<file path="src/rtl/udma_hyper_eot_router.sv">
// udma_hyper_eot_router
//
// Routes HyperBus end-of-transfer pulses to per-channel, per-direction uDMA
// events. Every transaction issued to the HyperBus core pushes a tag
// {channel, read} into a circular FIFO. Each eot_i pulse pops the oldest tag,
// and the next cycle pulses the matching evt_rx_eot_o / evt_tx_eot_o bit.
//
// Ports:
//   sys_clk_i, rstn_i    clock, asynchronous active-low reset
//   issue_valid_i        transaction issued this cycle
//   issue_ch_i           channel of the issued transaction
//   issue_read_i         1 = read (RX), 0 = write (TX)
//   issue_ready_o        tag FIFO not full
//   eot_i                end-of-transfer pulse from the core
//   evt_rx_eot_o         one-cycle read-completion event per channel
//   evt_tx_eot_o         one-cycle write-completion event per channel
//   pending_o, busy_o    outstanding tag count, count != 0
//   last_read_o          direction of the most recently completed transaction
//   err_issue_o          sticky: issue dropped (full or channel out of range)
//   err_eot_o            sticky: eot_i with no outstanding tag
//   err_clr_i            synchronous clear of both sticky errors
module udma_hyper_eot_router #(
  parameter int unsigned NB_CH = 2,
  parameter int unsigned DEPTH = 4,
  parameter int unsigned CH_W  = (NB_CH > 1) ? $clog2(NB_CH) : 1,
  parameter int unsigned CNT_W = $clog2(DEPTH + 1)
) (
  input  logic             sys_clk_i,
  input  logic             rstn_i,
  input  logic             issue_valid_i,
  input  logic [CH_W-1:0]  issue_ch_i,
  input  logic             issue_read_i,
  output logic             issue_ready_o,
  input  logic             eot_i,
  output logic [NB_CH-1:0] evt_rx_eot_o,
  output logic [NB_CH-1:0] evt_tx_eot_o,
  output logic [CNT_W-1:0] pending_o,
  output logic             busy_o,
  output logic             last_read_o,
  output logic             err_issue_o,
  output logic             err_eot_o,
  input  logic             err_clr_i
);

  localparam int unsigned PTR_W = $clog2(DEPTH);
  localparam logic [PTR_W:0] PtrOne = 1;
  localparam logic [CH_W:0]  NbChL  = NB_CH[CH_W:0];
  localparam logic [NB_CH-1:0] EvtOne = 1;

  // Pointers carry an extra wrap bit to tell full from empty.
  logic [PTR_W:0]    wr_ptr_q, rd_ptr_q, wr_ptr_d, rd_ptr_d;
  logic [CH_W-1:0]   ch_mem [DEPTH];
  logic [DEPTH-1:0]  read_mem;

  logic              full, empty, ch_ok;
  logic              push, drop, pop, spur;
  logic [CH_W-1:0]   head_ch;
  logic              head_read;
  logic [NB_CH-1:0]  head_oh;

  logic [NB_CH-1:0]  evt_rx_q, evt_tx_q;
  logic [CNT_W-1:0]  pending_q;
  logic              busy_q, last_read_q, err_issue_q, err_eot_q;

  always_comb begin
    full      = (wr_ptr_q[PTR_W-1:0] == rd_ptr_q[PTR_W-1:0]) &&
                (wr_ptr_q[PTR_W] != rd_ptr_q[PTR_W]);
    empty     = (wr_ptr_q == rd_ptr_q);
    ch_ok     = ({1'b0, issue_ch_i} < NbChL);
    push      = issue_valid_i & ~full & ch_ok;
    drop      = issue_valid_i & ~(~full & ch_ok);
    pop       = eot_i & ~empty;
    spur      = eot_i & empty;
    head_ch   = ch_mem[rd_ptr_q[PTR_W-1:0]];
    head_read = read_mem[rd_ptr_q[PTR_W-1:0]];
    head_oh   = EvtOne << head_ch;
    wr_ptr_d  = push ? (wr_ptr_q + PtrOne) : wr_ptr_q;
    rd_ptr_d  = pop ? (rd_ptr_q + PtrOne) : rd_ptr_q;
  end

  // Tag storage needs no reset: entries are only read between push and pop.
  always_ff @(posedge sys_clk_i) begin
    if (push) begin
      ch_mem[wr_ptr_q[PTR_W-1:0]]   <= issue_ch_i;
      read_mem[wr_ptr_q[PTR_W-1:0]] <= issue_read_i;
    end
  end

  always_ff @(posedge sys_clk_i or negedge rstn_i) begin
    if (!rstn_i) begin
      wr_ptr_q    <= '0;
      rd_ptr_q    <= '0;
      evt_rx_q    <= '0;
      evt_tx_q    <= '0;
      pending_q   <= '0;
      busy_q      <= 1'b0;
      last_read_q <= 1'b0;
      err_issue_q <= 1'b0;
      err_eot_q   <= 1'b0;
    end else begin
      wr_ptr_q  <= wr_ptr_d;
      rd_ptr_q  <= rd_ptr_d;
      evt_rx_q  <= (pop && head_read) ? head_oh : '0;
      evt_tx_q  <= (pop && !head_read) ? head_oh : '0;
      pending_q <= CNT_W'(wr_ptr_d - rd_ptr_d);
      busy_q    <= (wr_ptr_d != rd_ptr_d);
      if (pop) begin
        last_read_q <= head_read;
      end
      // A new error in the same cycle wins over the clear.
      if (drop) begin
        err_issue_q <= 1'b1;
      end else if (err_clr_i) begin
        err_issue_q <= 1'b0;
      end
      if (spur) begin
        err_eot_q <= 1'b1;
      end else if (err_clr_i) begin
        err_eot_q <= 1'b0;
      end
    end
  end

  assign issue_ready_o = ~full;
  assign evt_rx_eot_o  = evt_rx_q;
  assign evt_tx_eot_o  = evt_tx_q;
  assign pending_o     = pending_q;
  assign busy_o        = busy_q;
  assign last_read_o   = last_read_q;
  assign err_issue_o   = err_issue_q;
  assign err_eot_o     = err_eot_q;

endmodule

</file>
<file path="config.mk">
export PLATFORM = sky130hd
export DESIGN_NAME = udma_hyper_eot_router
export DESIGN_NICKNAME = d
export VERILOG_FILES = /design/src/rtl/udma_hyper_eot_router.sv
export SDC_FILE = /design/constraint.sdc
export NUM_CORES = 1
export LEC_CHECK = 0
export CAP_MARGIN = 20
export CORE_UTILIZATION = 43
export CTS_BUF_LIST = sky130_fd_sc_hd__clkbuf_8
export CTS_CLUSTER_SIZE = 28
export DETAILED_ROUTE_END_ITERATION = 7
export PLACE_DENSITY = 0.73
export SYNTH_ARGS = -nofsm -noshare
export SYNTH_HDL_FRONTEND = slang
export SYNTH_SLANG_ARGS = --single-unit
export TNS_END_PERCENT = 20
</file>
<file path="constraint.sdc">
create_clock -name sys_clk_i -period 4.8 [get_ports sys_clk_i]
set_input_delay 0.48 -clock sys_clk_i [delete_from_list [all_inputs] [get_ports sys_clk_i]]
set_output_delay 0.48 -clock sys_clk_i [all_outputs]
set_load 0.01 [all_outputs]
</file>
== Word-level counts from Yosys, hierarchy flattened ==
Memory sizes are Yosys's and may differ from the RTL's.
Cells that the tools add are included.
Word-level totals
  RAM bits: 4
  flip-flop bits (word level): 21
  memories: 1
  output and inout port bits: 12
  bits of input ports: 7
Operators by class
  muxes and demuxes: 14
  magnitude comparators: 3
  bitwise logic cells: 6
  equality and inequality tests: 4
  shift-type cells: 1
  reductions and logical operators: 7
  $add $sub $neg: 3
Memory list
  ch_mem: words 4, bits a word 1, rd ports 1, clocked after memory_dff 0, write ports 1, RTL line 52  | logic [CH_W-1:0] ch_mem [DEPTH];
Operator list (number)
  2-to-1 mux 1 bit: 7
  adder 3 x 1 -> 3 bit, second input constant: 2
  less-than comparator 2 x 3 -> 1 bit, second input constant: 2
  2-to-1 mux 3 bit: 2
  bitwise AND 1 bit: 4
  bitwise mux 4 bit: 1
  logical AND 1 bit: 4
  2-to-1 mux 2 bit: 2
  nonzero test 2 bit: 2
  == test 3 bit: 1
  inequality test 3 bit: 1
  subtractor 3 bit: 1
  binary-select mux 1 bit (select 2 bit): 1
  demux 1 bit (select 2 bit): 1
  == test 2 bit: 1
  greater-or-equal comparator 2 x 1 -> 1 bit, second input constant: 1
  NOT 1 bit: 2
  left shift 1 x 1 -> 2 bit, first input constant: 1
  logical NOT 1 bit: 1
  inequality test 1 bit: 1

== Longest topological paths before layout ==
Gate-level depths: netlist (run 1).
  depth in word-level cells: 6
  depth in mapped cells: 8

== Worst setup path after synthesis (run 1) ==
OpenSTA, ideal clock, no wires.
  path kind: reg-to-reg
  start point: reg rd_ptr_q[0]
  end point: reg pending_q[2], in the netlist pending_o[2]
  stages on the path, launching flop included: 9
  arrival time: 2.253 ns
  setup slack: 2.412 ns
  clock period less this slack: 2.388 ns
  path through: dfrtp_1 buf_2 xnor2_1 nand3_1 nand2_1 xnor2_1 ha_1 fa_1 xor3_1
Between the ends
  cells in the longest elaborated chain, start to end: 6
RTL lines
  from (decl): RTL line 51  | logic [PTR_W:0] wr_ptr_q, rd_ptr_q, wr_ptr_d, rd_ptr_d;
  from (signal assigned): RTL line 102  | rd_ptr_q <= rd_ptr_d;
  == test 2 bit: RTL line 66  | full = (wr_ptr_q[PTR_W-1:0] == rd_ptr_q[PTR_W-1:0]) &&
  logical AND 1 bit: RTL line 66
  NOT 1 bit
  named net issue_ready_o: RTL line 33  | output logic issue_ready_o,
  bitwise AND 1 bit: RTL line 70  | push = issue_valid_i & ~full & ch_ok;
  2-to-1 mux 3 bit: RTL line 77  | wr_ptr_d = push ? (wr_ptr_q + PtrOne) : wr_ptr_q;
  subtractor 3 bit: RTL line 105  | pending_q <= CNT_W'(wr_ptr_d - rd_ptr_d);
  to (signal assigned): RTL line 105
  to (decl): RTL line 62  | logic [CNT_W-1:0] pending_q;
The timed path passes the listed nets, and every way through them passes these cells.
A chain may end at the register's enable or synchronous reset.

== Worst setup path in the final report (run 1) ==
  start point: reg wr_ptr_q[0]
  end point: reg pending_q[2], in the netlist pending_o[2]
Between the ends
  cells in the longest elaborated chain, start to end: 6
RTL lines
  from (decl): RTL line 51
  from (signal assigned): RTL line 101  | wr_ptr_q <= wr_ptr_d;
  branches (longest 5 deep; another with adder 3 x 1 -> 3 bit)
  subtractor 3 bit (*): RTL line 105
Every way passes the cells marked *.

==> impl_metrics.json, run 1 <==
{
  "vias": 749,
  "synth.avg_cell_area_um2": 14.1,
  "place_area_mm2": 0.00141,
  "fp.coreArea_mm2": 0.00257,
  "die-area_mm2": 0.00301,
  "critPathMaxFanout": 6,
  "peakVddDrop_uv": 550,
  "initial_core_util_pct": 46.8,
  "cts_made_buffers": 3,
  "finClkSkew_ns": 0.00510,
  "required_ns": 4.95,
  "rsz0062_at_grt": "no",
  "grt_max_degree": 18,
  "nNetsFinal": 122,
  "maxCapViolCount": 0,
  "routed_wl_um": 2090,
  "die_x_um": 54.9,
  "ys_seq_elements": 25,
  "die_h_um": 54.9,
  "hold_violations": 0,
  "clock.fmax_mhz": 382,
  "route.detailed.drc": 0,
  "slew_violations": 0,
  "cts_tree": "done",
  "period_needed_ns": 2.62,
  "grt-ovfl-total": 0,
  "muxShareOfSynthArea_pct": 6.67,
  "power_density_mw_per_mm2": 752,
  "cts.reportedPaths.clkPinSlew_ns": 0.09,
  "synth_compound_area_share_pct": 8.65,
  "synthCells": 85,
  "grt_pass1_wl_um": 3130,
  "yosys.area_share.simple_pct": 9.27,
  "synth.distinct_cells": 36,
  "cts.sinks": 25,
  "gp_congestion": 0.778,
  "crit_type": "reg2reg",
  "grt_util_all_layers_pct": 15.9,
  "p_leak_nw": 0.630,
  "design_area_mm2": 0.00146,
  "hp-class": "reg2reg",
  "synth_nets": 100,
  "wire_per_inst_um": 15.4,
  "setup_viol": 0,
  "endpoint_kind": "flip-flop",
  "clk_latency_ns": 0.27,
  "drt_iter0_markers": 26,
  "slew_headroom_pct": 49.4,
  "synth_top_family_by_area": "simple AND/OR/NAND/NOR gates",
  "synthAdderAreaFrac_pct": 8.96,
  "yosys_warnings": 0,
  "viasPerCell": 5.51,
  "h-tree-depth": 1,
  "first_global_vias": 676,
  "cts_hold_buf": 0,
  "clk_root_buffer_cell": "clkbuf_8",
  "antenna_left": 0,
  "io_pins": 19,
  "hpwlAfterDp_um": 1620,
  "drive_above_1_share_pct": 10.4,
  "synth_xor_area_share_pct": 8.44,
  "start_kind": "flip-flop",
  "status": "completed",
  "antenna_found_initial": 0,
  "fin_crit_sh_pct": 54.6,
  "row_count": 18,
  "cts_buffer_depth": 2,
  "port_buffers": 18,
  "area_delta_synth_final_pct": 21.8,
  "ctsResizeCount": 0,
  "cts_setup_buffers": 0,
  "first_pass_iters": 4,
  "seq_area_frac_synth_pct": 55.4,
  "antenna_cells": 0,
  "tns_ns": 0,
  "worstPathArrival_ns": 2.77,
  "syn_area_mm2": 0.00120,
  "worstMarginPinSlew_ns": 0.757
}
synthesized netlist by cell type (all sizes together):
| library cell | number | area share [%] |
|---|---|---|
| a21bo | 1 | 0.83 |
| a21boi | 1 | 0.63 |
| a21o | 1 | 0.63 |
| a22o | 1 | 0.73 |
| a311oi | 2 | 1.5 |
| a31o | 1 | 0.73 |
| a31oi | 1 | 0.52 |
| and2 | 1 | 0.52 |
| and3 | 3 | 1.6 |
| and3b | 1 | 0.73 |
| buf | 1 | 0.42 |
| dfrtp | 17 | 35 |
| edfxtp | 8 | 20 |
| fa | 1 | 1.7 |
| ha | 7 | 7.3 |
| inv | 7 | 2.2 |
| mux2 | 1 | 0.94 |
| mux2i | 2 | 1.7 |
| mux4 | 2 | 4.1 |
| nand2 | 2 | 0.63 |
| nand3 | 2 | 0.83 |
| nand4 | 1 | 0.52 |
| nand4b | 1 | 0.73 |
| nor2b | 3 | 1.6 |
| nor3 | 2 | 0.83 |
| nor3b | 1 | 0.63 |
| o2111ai | 1 | 0.73 |
| o2bb2ai | 1 | 0.73 |
| o31ai | 2 | 1.7 |
| or2 | 1 | 0.73 |
| xnor2 | 5 | 3.6 |
| xor2 | 3 | 2.8 |
| xor3 | 1 | 2.0 |
metal layers:
metal / GRT usage [%] / vias up / share of wire, %
met5: 0 / - / 0
met4: 7.69 / 0 / 1.2
met3: 2.78 / 4 / 4.5
met2: 26.5 / 21 / 48
met1: 19.8 / 369 / 47
li1: - / 355 / -
flip-flops by register name, summed over array words and instances, names as in the netlist, 2 cells and up:
name / cells
ch_mem: 4
read_mem: 4
pending_o: 3
rd_ptr_q: 3
wr_ptr_q: 3
evt_rx_eot_o: 2
evt_tx_eot_o: 2
cell usage in the layout, fill, tap and decap left out, types with 3 or more instances in the layout:
| cell type | instances |
|---|---|
| clkbuf_8 | 3 |
| inv_1 | 7 |
| edfxtp_1 | 8 |
| clkdlybuf4s50_1 | 18 |
| nor2b_1 | 3 |
| and3_1 | 3 |
| dfrtp_1 | 17 |
| ha_1 | 7 |
| xnor2_1 | 5 |
report_power, final:
group	switching, W	leakage [nW]	total, W	internal [W]
sequential	0.0000695	0.281	0.000378	0.000309
clock	0.0000686	0.0217	0.000127	0.0000588
combinational	0.000285	0.327	0.000594	0.000309
worst max-delay path, cell delays in order, from the launching register on:
cell,delay (ns)
dfrtp_1,0.48
xnor2_1,0.43
nand3_1,0.32
nand2_1,0.26
xnor2_1,0.09
ha_1,0.21
fa_1,0.36
xor3_1,0.35
cells by family (layout without fill, tap and decap cells):
family,Yosys count,after routing
AOI/OAI and AO/OA,12,12
xor gates and xnor gates,9,9
adders and majority gates,8,8
buffers and inverters,8,29
DFF,25,25
muxes,5,5
and+or+nand+nor,18,18
metrics by stage:
stage               hold slack (ns)  utilization (%)  cells  power [W]  worst slack [ns]
floorplan                     0.184                -     85   0.000787              2.41
global placement              0.471             55.1    132   0.000955              2.29
detailed placement            0.476             55.1    132   0.000980              2.22
CTS                           0.499             57.0    136    0.00110              2.20
global route                  0.512             57.0    136    0.00118              2.01
finish                        0.494             57.0    136    0.00110              2.18
final cells by class:
class                      instances  area [µm²]
fill                             221        1100
clock inverter                     1        7.51
inverter                           7        26.3
clock buffer                       3        41.3
timing repair buffer              18         180
sequential                        25         666
multi-input combinational         52         504
tap                               30        37.5
worst paths after layout:
path,slack [ns],startpoint,cells past startpoint,to
hold reg to reg,0.49,err_issue_o$_DFFE_PN0P_,1,err_issue_o$_DFFE_PN0P_
max in group asynchronous,3.68,rstn_i,1,rd_ptr_q[0]$_DFF_PN0_
hold / removal,0.49,err_issue_o$_DFFE_PN0P_,1,err_issue_o$_DFFE_PN0P_
min in group asynchronous,0.65,rstn_i,1,evt_rx_eot_o[1]$_DFF_PN0_
setup / recovery,2.18,wr_ptr_q[0]$_DFF_PN0_,7,pending_o[2]$_DFF_PN0_
setup reg to reg,2.18,wr_ptr_q[0]$_DFF_PN0_,7,pending_o[2]$_DFF_PN0_
(Power assumes the default switching activity.)
==> run 2: changes to the inputs <==
PLACE_DENSITY = 0.76   (was 0.73)
clock period = 2.27 ns   (was 4.8 ns; I/O delays follow)
==> impl_metrics.json, run 2 (synthesized netlist as in run 1, its figures left out) <==
{
  "hp-class": "in2async",
  "required_ns": 2.41,
  "drt_iter0_markers": 14,
  "hold_violations": 0,
  "slew_violations": 0,
  "fp.coreArea_mm2": 0.00257,
  "rsz0062_at_grt": "no",
  "status": "completed",
  "switching_share_pct": 39.1,
  "grt-ovfl-total": 0,
  "hpwlAfterDp_um": 1880,
  "die-area_mm2": 0.00301,
  "setup_ws_ns": 0.132,
  "slew_headroom_pct": 49.7,
  "vias": 807,
  "cp_slowest_stage_delay_ns": 0.48,
  "regToRegEndpoint": "busy_o$_DFF_PN0_",
  "timing.hold.ws_ns": 0.399,
  "gp_congestion": 0.858,
  "viasPerCell": 5.49,
  "endpoint_kind": "flip-flop",
  "power_density_mw_per_mm2": 1670,
  "start_kind": "flip-flop",
  "crit_end": "busy_o$_DFF_PN0_",
  "layout_common_cells": "clkdlybuf4s50_1 (18), dfrtp_1 (15), buf_4 (11), edfxtp_1 (8)",
  "period_needed_ns": 2.14,
  "io_pins": 19,
  "antenna_left": 0,
  "initial_core_util_pct": 46.8,
  "layout_commonest_cell": "clkdlybuf4s50_1",
  "p_clk_share_pct": 9.8,
  "preCtsSetupSlack_ns": 0.0360,
  "grt_max_degree": 18,
  "cts.reportedPaths.clkPinSlew_ns": 0.08,
  "cts_tree": "done",
  "comb_power_share_pct": 60.3,
  "antenna_found_initial": 0,
  "drive_above_1_share_pct": 23.9,
  "cts_made_buffers": 3,
  "critPathLaunch": "rd_ptr_q[1]$_DFF_PN0_",
  "cts.sinks": 25,
  "worstMarginPinSlew_ns": 0.752,
  "finClkSkew_ns": 0.00218,
  "die_h_um": 54.9,
  "antenna_cells": 0,
  "first_global_vias": 843,
  "grt_pass1_wl_um": 3710,
  "p_sw_w": 0.00104,
  "cts_buffer_depth": 2,
  "cp_slowest_cell": "dfrtp_2",
  "routed_wl_um": 2360,
  "fill_cells": 213,
  "critPathMaxFanout": 5,
  "crit_chain": "xnor2_2, nand3_2, nand2_1, buf_4, mux2_2, ha_1, nand4b_1",
  "maxCapViolCount": 0,
  "area_delta_synth_final_pct": 32.6,
  "p_int_w": 0.00162,
  "wire_per_inst_um": 16.1,
  "row_count": 18,
  "p_total_w": 0.00265,
  "crit_type": "reg2reg",
  "r2r_cells": 7,
  "p_leak_nw": 0.700,
  "fin_crit_sh_pct": 94.2,
  "h-tree-depth": 1,
  "seqPwrFrac_pct": 29.9,
  "peakVddDrop_uv": 1240,
  "clk_root_buffer_cell": "clkbuf_8",
  "worstPathArrival_ns": 2.28,
  "first_pass_iters": 4,
  "setup_viol": 0,
  "nNetsFinal": 133,
  "grt_util_all_layers_pct": 18.7,
  "die_x_um": 54.9,
  "timing.rr.start": "rd_ptr_q[1]$_DFF_PN0_",
  "clk_latency_ns": 0.27,
  "port_buffers": 18,
  "clock.fmax_mhz": 468,
  "route.detailed.drc": 0,
  "reg2reg_slack_ns": 0.13,
  "tns_ns": 0
}
==> run 2: changes by cell type in the layout (fill, tap and decap cells not counted), sizes merged <==
cell | before | now
clkinvlp | 1 | 0
clkinv | 0 | 1
buf | 0 | 11
==> run 2: metrics by stage <==
stage	util [%]	instance area, µm²	instances
2_1_floorplan	-	1230	85
3_3_place_gp	58.8	1510	141
3_5_place_dp	58.8	1510	141
4_1_cts	60.6	1560	145
5_1_grt	62.0	1590	147
6_report	62.0	1590	147
==> run 2: worst min-delay path by stage <==
stage,from,end,slack (ns),depth (start not counted)
floorplan,rstn_i,busy_o$_DFF_PN0_,-0.07,0
global placement,last_read_o$_DFFE_PN0P_,last_read_o$_DFFE_PN0P_,0.47,1
detailed placement,last_read_o$_DFFE_PN0P_,last_read_o$_DFFE_PN0P_,0.47,1
CTS,rstn_i,last_read_o$_DFFE_PN0P_,0.42,1
global route,rstn_i,last_read_o$_DFFE_PN0P_,0.46,1
finish,rstn_i,evt_rx_eot_o[0]$_DFF_PN0_,0.40,1
==> run 2: final cells by class <==
class | count | area (µm²) | share of cell area, %
flip-flops and latches | 25 | 668 | 41.9
multi-input cells | 52 | 552 | 34.6
repair buffers | 29 | 263 | 16.5
clock buffers | 3 | 41.3 | 2.59
well taps | 30 | 37.5 | 2.36
inverters | 7 | 26.3 | 1.65
clock inverters | 1 | 5.00 | 0.314
==> run 2: routing by layer <==
metal,GRT usage [%],vias to the layer above,share of wire [%],routed length (µm)
met3,3.89,6,5.4,127
met2,32.7,33,50,1190
met4,8.55,0,2.1,49
met1,21.4,394,42,993
met5,0,-,0,0
li1,-,374,-,-
==> run 2: power by group through the flow <==
stage | sequential (W) | combinational [W] | clock, W
2_1_floorplan | 0.000814 | 0.000920 | 0
3_3_place_gp | 0.000769 | 0.00147 | 0
3_5_place_dp | 0.000780 | 0.00153 | 0
4_1_cts | 0.000770 | 0.00154 | 0.000266
5_1_grt | 0.000820 | 0.00175 | 0.000279
6_report | 0.000794 | 0.00160 | 0.000260
==> run 2: worst max-delay path: cells and delay by family (launching register included) <==
kind	cells	cell delay [ns]
fa+ha+maj	1	0.29
buf+inv	1	0.14
flops	1	0.48
mux	1	0.34
simple gates	3	0.40
xor+xnor	1	0.35
==> run 2: repair_timing <==
item                                    in CTS  in global routing
hold buffers                                 0                  0
setup buffers                                0                  2
endpoints found under the setup margin       0                  1
resized for setup                            0                  4
